<file path="src/rtl/hex_display_arbiter_if.sv">
// Requester-side bundle for the hex display arbiter.
// master = requesters/board logic, slave = arbiter.
interface hex_display_arbiter_if #(
    parameter int N_SRC = 4,
    parameter int SRC_W = $clog2(N_SRC)
);
    logic [N_SRC-1:0]    req;
    logic [16*N_SRC-1:0] data;
    logic                freeze;
    logic [N_SRC-1:0]    ack;
    logic [15:0]         disp_value;
    logic [SRC_W-1:0]    disp_src;
    logic                disp_valid;

    modport master (
        output req, data, freeze,
        input  ack, disp_value, disp_src, disp_valid
    );

    modport slave (
        input  req, data, freeze,
        output ack, disp_value, disp_src, disp_valid
    );
endinterface

</file>
<file path="src/rtl/hex_display_arbiter.sv">
// Time-shares one quad 7-segment display between N_SRC requesters.
// Define HEX_DISPLAY_ARB_FIXED_PRI_EN for fixed (lowest index) priority.
module hex_display_arbiter #(
    parameter int N_SRC = 4,
    parameter int SRC_W = $clog2(N_SRC),
    parameter int DWELL = 25_000_000,
    parameter int CNT_W = $clog2(DWELL)
) (
    input logic                 clk,
    input logic                 rst_n,
    hex_display_arbiter_if.slave bus
);

    typedef enum logic {
        IDLE,
        HOLD
    } state_t;

    state_t             r_state;
    logic [CNT_W-1:0]   r_cnt;
    logic [SRC_W-1:0]   r_last;
    logic [N_SRC-1:0]   r_ack;
    logic [15:0]        r_disp_value;
    logic [SRC_W-1:0]   r_disp_src;
    logic               r_disp_valid;

    logic               w_any;
    logic               w_arb;
    logic               w_found;
    logic [SRC_W-1:0]   w_idx;
    logic [SRC_W-1:0]   w_win;
    logic [15:0]        w_win_data;
    logic [N_SRC-1:0]   w_onehot;

    assign w_any = |bus.req;
    assign w_arb = w_any && ((r_state == IDLE) || (r_cnt == '0));

`ifdef HEX_DISPLAY_ARB_FIXED_PRI_EN
    // Winner: lowest-indexed active request.
    always_comb begin
        w_found = 1'b0;
        w_idx   = '0;
        w_win   = '0;
        for (int k = 0; k < N_SRC; k++) begin
            w_idx = SRC_W'(k);
            if (!w_found && bus.req[w_idx]) begin
                w_win   = w_idx;
                w_found = 1'b1;
            end
        end
    end
`else
    // Winner: first active request after the last grant, wrapping.
    always_comb begin
        w_found = 1'b0;
        w_idx   = '0;
        w_win   = '0;
        for (int k = 1; k <= N_SRC; k++) begin
            w_idx = SRC_W'((int'(r_last) + k) % N_SRC);
            if (!w_found && bus.req[w_idx]) begin
                w_win   = w_idx;
                w_found = 1'b1;
            end
        end
    end
`endif

    // Select the winner's data word and build its one-hot ack.
    always_comb begin
        w_win_data = '0;
        for (int i = 0; i < N_SRC; i++) begin
            if (w_win == SRC_W'(i)) begin
                w_win_data = bus.data[16*i +: 16];
            end
        end
        w_onehot = N_SRC'(1) << w_win;
    end

    // Grant/dwell state machine with registered display outputs.
    always_ff @(posedge clk or negedge rst_n) begin
        if (!rst_n) begin
            r_state      <= IDLE;
            r_cnt        <= '0;
            r_last       <= SRC_W'(N_SRC - 1);
            r_ack        <= '0;
            r_disp_value <= 16'h0000;
            r_disp_src   <= '0;
            r_disp_valid <= 1'b0;
        end else begin
            r_ack <= '0;
            if (w_arb) begin
                r_disp_value <= w_win_data;
                r_disp_src   <= w_win;
                r_disp_valid <= 1'b1;
                r_last       <= w_win;
                r_ack        <= w_onehot;
                r_cnt        <= CNT_W'(DWELL - 1);
                r_state      <= HOLD;
            end else begin
                case (r_state)
                    HOLD: begin
                        if (r_cnt != '0) begin
                            if (!bus.freeze) begin
                                r_cnt <= r_cnt - CNT_W'(1);
                            end
                        end else begin
                            r_state <= IDLE;
                        end
                    end
                    default: begin
                        r_state <= IDLE;
                    end
                endcase
            end
        end
    end

    assign bus.ack        = r_ack;
    assign bus.disp_value = r_disp_value;
    assign bus.disp_src   = r_disp_src;
    assign bus.disp_valid = r_disp_valid;

endmodule

</file>
<file path="src/flat_wrapper.sv">
// flat-port wrapper written by rule: the top's interface ports become plain ports
module hex_display_arbiter_flat 
#(
    parameter int N_SRC = 4,
    parameter int SRC_W = $clog2(N_SRC),
    parameter int DWELL = 25_000_000,
    parameter int CNT_W = $clog2(DWELL)
)
  (clk, rst_n, bus_req, bus_data, bus_freeze, bus_ack, bus_disp_value, bus_disp_src, bus_disp_valid);
  hex_display_arbiter_if #(.N_SRC(N_SRC), .SRC_W(SRC_W)) bus_i ();
  input logic clk;
  input logic rst_n;
  input wire logic [$bits(bus_i.req)-1:0] bus_req;
  input wire logic [$bits(bus_i.data)-1:0] bus_data;
  input wire logic [$bits(bus_i.freeze)-1:0] bus_freeze;
  output wire logic [$bits(bus_i.ack)-1:0] bus_ack;
  output wire logic [$bits(bus_i.disp_value)-1:0] bus_disp_value;
  output wire logic [$bits(bus_i.disp_src)-1:0] bus_disp_src;
  output wire logic [$bits(bus_i.disp_valid)-1:0] bus_disp_valid;
  assign bus_i.req = bus_req;
  assign bus_i.data = bus_data;
  assign bus_i.freeze = bus_freeze;
  assign bus_ack = bus_i.ack;
  assign bus_disp_value = bus_i.disp_value;
  assign bus_disp_src = bus_i.disp_src;
  assign bus_disp_valid = bus_i.disp_valid;
  hex_display_arbiter #(.N_SRC(N_SRC), .SRC_W(SRC_W), .DWELL(DWELL), .CNT_W(CNT_W)) u_core (.clk(clk), .rst_n(rst_n), .bus(bus_i));
endmodule
</file>
<file path="config.mk">
export PLATFORM = sky130hd
export DESIGN_NAME = hex_display_arbiter_flat
export DESIGN_NICKNAME = d
export VERILOG_FILES = /design/src/rtl/hex_display_arbiter_if.sv /design/src/rtl/hex_display_arbiter.sv /design/src/flat_wrapper.sv
export SDC_FILE = /design/constraint.sdc
export NUM_CORES = 1
export LEC_CHECK = 0
export CORE_UTILIZATION = 42
export CTS_CLUSTER_SIZE = 10
export DETAILED_ROUTE_END_ITERATION = 8
export MAX_ROUTING_LAYER = met4
export PLACE_DENSITY = 0.77
export SLEW_MARGIN = 10
export SYNTH_ARGS = -nofsm -noshare
export SYNTH_HDL_FRONTEND = slang
export SYNTH_SLANG_ARGS = --single-unit
</file>
<file path="constraint.sdc">
create_clock -name clk -period 2.6 [get_ports clk]
set_clock_uncertainty 0.05 [all_clocks]
set_input_delay 0.65 -clock clk [delete_from_list [all_inputs] [get_ports clk]]
set_output_delay 0.65 -clock clk [all_outputs]
set_load 0.05 [all_outputs]
</file>
==> run_results.csv <==
group,metric,value,unit
place,dp_cells,485,
critical_path,slowest_delay,0.50,ns
clocking,ctsHoldBuffers,0,
yosys,synth_edf_count,0,
sta,rsz0062_at_grt,"no",
yosys,synth_nets,358,
yosys,synth_mux_area_share,23.2,%
detailed_routing,drt_iter0_markers,159,
detailed_routing,ant_nets,0,
detailed_routing,drt-total-wl,7280,um
critical_path,cp.required,2.74,ns
die,core_area,6790,um2
critical_path,worstSetupStartpointType,"primary input",
status,status,"finished clean",
sta,worstMarginPinSlew,0.615,ns
critical_path,crit_chain,"clkdlybuf4s50_1 > or4_4 > nor4b_2 > a21o_1 > clkinvlp_4 > o21ai_0 > o21ai_0",
die,ios,94,
critical_path,path_common_cell,"o21ai_0",
yosys,ys_types,47,
power_and_ir_drop,power,2450,uW
clocking,cts_tree,"built",
clocking,clkSinkCount,51,
critical_path,critPathKind,"in -> reg",
sta,hold_ws,0.281,ns
sta,slew_headroom,59.0,%
yosys,synth_ff_type,"dfrtp_1",
yosys,synthXorXnorAreaFrac,0.297,%
yosys,synth-seq-area-share,43.3,%
yosys,synth_top_family_by_area,"multiplexers",
place,port_buffers,93,
global_route,antenna_found_initial,0,
yosys,syn_avg_cell_area,10.3,um2
clocking,cts_buffers,5,
clocking,clk_pin_slew,0.11,ns
detailed_routing,remaining_drc_errors,0,
yosys,syn_area,2950,um2
place,placed_cell_area,4170,um2
yosys,yosysWarnings,0,
die,die_area,7360,um2
yosys,yosysTopAreaCell,"dfrtp_1",
power_and_ir_drop,leakage,0.00189,uW
finish,drive_above_1_share,15.0,%
yosys,async_reset_ff_share,100,%
finish,multiInputGateArea,1580,um2
clocking,cts_max_path_buffers,2,
die,initial_core_util,43.4,%
finish,nets,470,
yosys,ys_ff_latch,51,
clocking,htreeDepth,2,
yosys,synthAdderAreaFrac,0.424,%
yosys,synthCells,286,
sta,setup_viol,0,
critical_path,critPathSlowestCell,"or4_4",
yosys,synth.most_common_cell,"dfrtp_1",
detailed_routing,viasPerCell,5.38,
detailed_routing,vias,2665,
finish,seq_area,1280,um2
sta,fin_crit_sh,95.1,%
detailed_routing,first_pass_iters,4,
critical_path,endpoint_kind,"register",
yosys,yosys.area_share.simple,13.8,%
finish,postLayoutCoreUtil,63.4,%
finish,fillers,562,
place,place_congestion,0.806,
clocking,root_buffer,"clkbuf_8",
finish,final_cells,495,
place,dp_hpwl,5370,um
global_route,grt-ovfl-total,0,
critical_path,crit_start,"bus_req[3]",
critical_path,rr_worst_depth,6,
critical_path,critPathArrivalTime,2.61,ns
finish,antenna_cells,0,
sta,hold_violations,0,
finish,finalInstanceArea,4300,um2
power_and_ir_drop,ir_drop,236,uV
finish,areaGrowthSynthToFinish,45.9,%
critical_path,r2r-start,"u_core.r_cnt[15]",
flow_run,maxCapViolations,0,
hold_path,min_path_type,"in -> async",
sta,drv_slew,0,
clocking,clk_latency,0.32,ns
yosys,synth_top_area_share,41.6,%
global_route,grtUsageTotal,21.8,%
yosys,synth.top_cells.by_count,"dfrtp_1 (49), mux2i_1 (48), o21ai_0 (29)",
sta,max_freq,405,MHz
global_route,grt_max_degree,34,
yosys,synthTopCellsByArea,"dfrtp_1 (42%), mux2i_1 (16%), mux2_2 (5.0%)",
global_route,grt_pass1_vias,2620,
global_route,grt_pass1_wl,12400,um
die,num_rows,30,
critical_path,r2r_slack,0.13,ns
detailed_routing,wl_per_cell,14.7,um
die,die_y,85.8,um
yosys,synth-compound-area-share,14.8,%
die,die_w,85.8,um
critical_path,cp_max_fo,9,
power_and_ir_drop,p_per_area,570,nW/um2
sta,fin_crit,2.47,ns
## worst paths after layout
path                                     endpoint
hold reg to reg                  u_core.r_cnt[12]
max in group asynchronous         u_core.r_cnt[8]
min in group clk                 u_core.r_cnt[12]
setup reg to reg           u_core.bus.disp_src[0]
setup / recovery                  u_core.r_cnt[2]
hold / removal                   u_core.r_cnt[18]
## worst max-delay path: cells and delay by family
kind,cells,cell delay (ns)
buf+inv,2,0.68
simple gates,2,0.77
compound gates,3,0.49
## per-stage QoR
step	setup WS [ns]	TNS (ns)
finish	0.128	0
global placement	-0.190	-3.54
floorplan	0.166	0
global route	0.0214	0
detailed placement	-0.248	-5.20
CTS	0.0809	0
## where the power goes
| group | switching [uW] | internal [uW] |
|---|---|---|
| sequential | 135 | 934 |
| combinational | 448 | 439 |
| clock | 296 | 200 |
## cells in the final DEF (no fill, tap or decap), drive strengths merged, types with 2 or more instances in the layout
cell type	instances
o21ai	30
mux2i	48
nor2	17
or4	3
nand4	4
inv	11
and3	4
o31a	2
a21o	4
nor3b	2
dfrtp	49
clkinvlp	3
or3	2
a21oi	10
nand2b	5
dlymetal6s2s	2
nor4	8
nor4b	2
o21a	3
clkdlybuf4s50	90
dfstp	2
o31ai	5
nor3	10
nand3	4
mux2	18
nand2	6
o41ai	2
a31oi	5
clkbuf	5
a211o	4
buf	27
## flip-flops by register name, summed over array words and instances (netlist names)
register,count
u_core.bus.disp_valid,1
u_core.r_state,1
u_core.r_cnt,25
u_core.bus.disp_src,2
u_core.bus.ack,4
u_core.bus.disp_value,16
u_core.r_last,2
## timing repair
item / 4_1_cts / 5_1_grt
resized for setup: 0 / 7
setup buffers: 0 / 1
endpoints found under the setup margin: 0 / 35
## per-layer routing
metal  GRT usage (%)  vias up  share of wire [%]
met5               -        -                  0
met4            8.48        0                2.7
met3            2.41       17                3.6
met2            36.9       71                 51
met1            26.7     1284                 43
li1                -     1293                  -
## area by class of cell
type	count	share of cell area, %
clock buffers	5	1.60
inverters	10	0.959
flip-flops and latches	51	29.7
repair inverters	1	0.174
multi-input cells	210	36.8
clock inverters	3	0.640
well taps	96	2.79
repair buffers	119	27.3
## logic make-up (layout without fill, tap and decap cells)
family                     Yosys count  count (layout)
DFF                                 51              51
buffers and inverters               25             138
xor gates and xnor gates             1               1
AOI/OAI and AO/OA                   71              71
adders and majority gates            1               1
muxes                               66              66
and+or+nand+nor                     71              71
No activity file was read; power rests on OpenSTA's default activity.
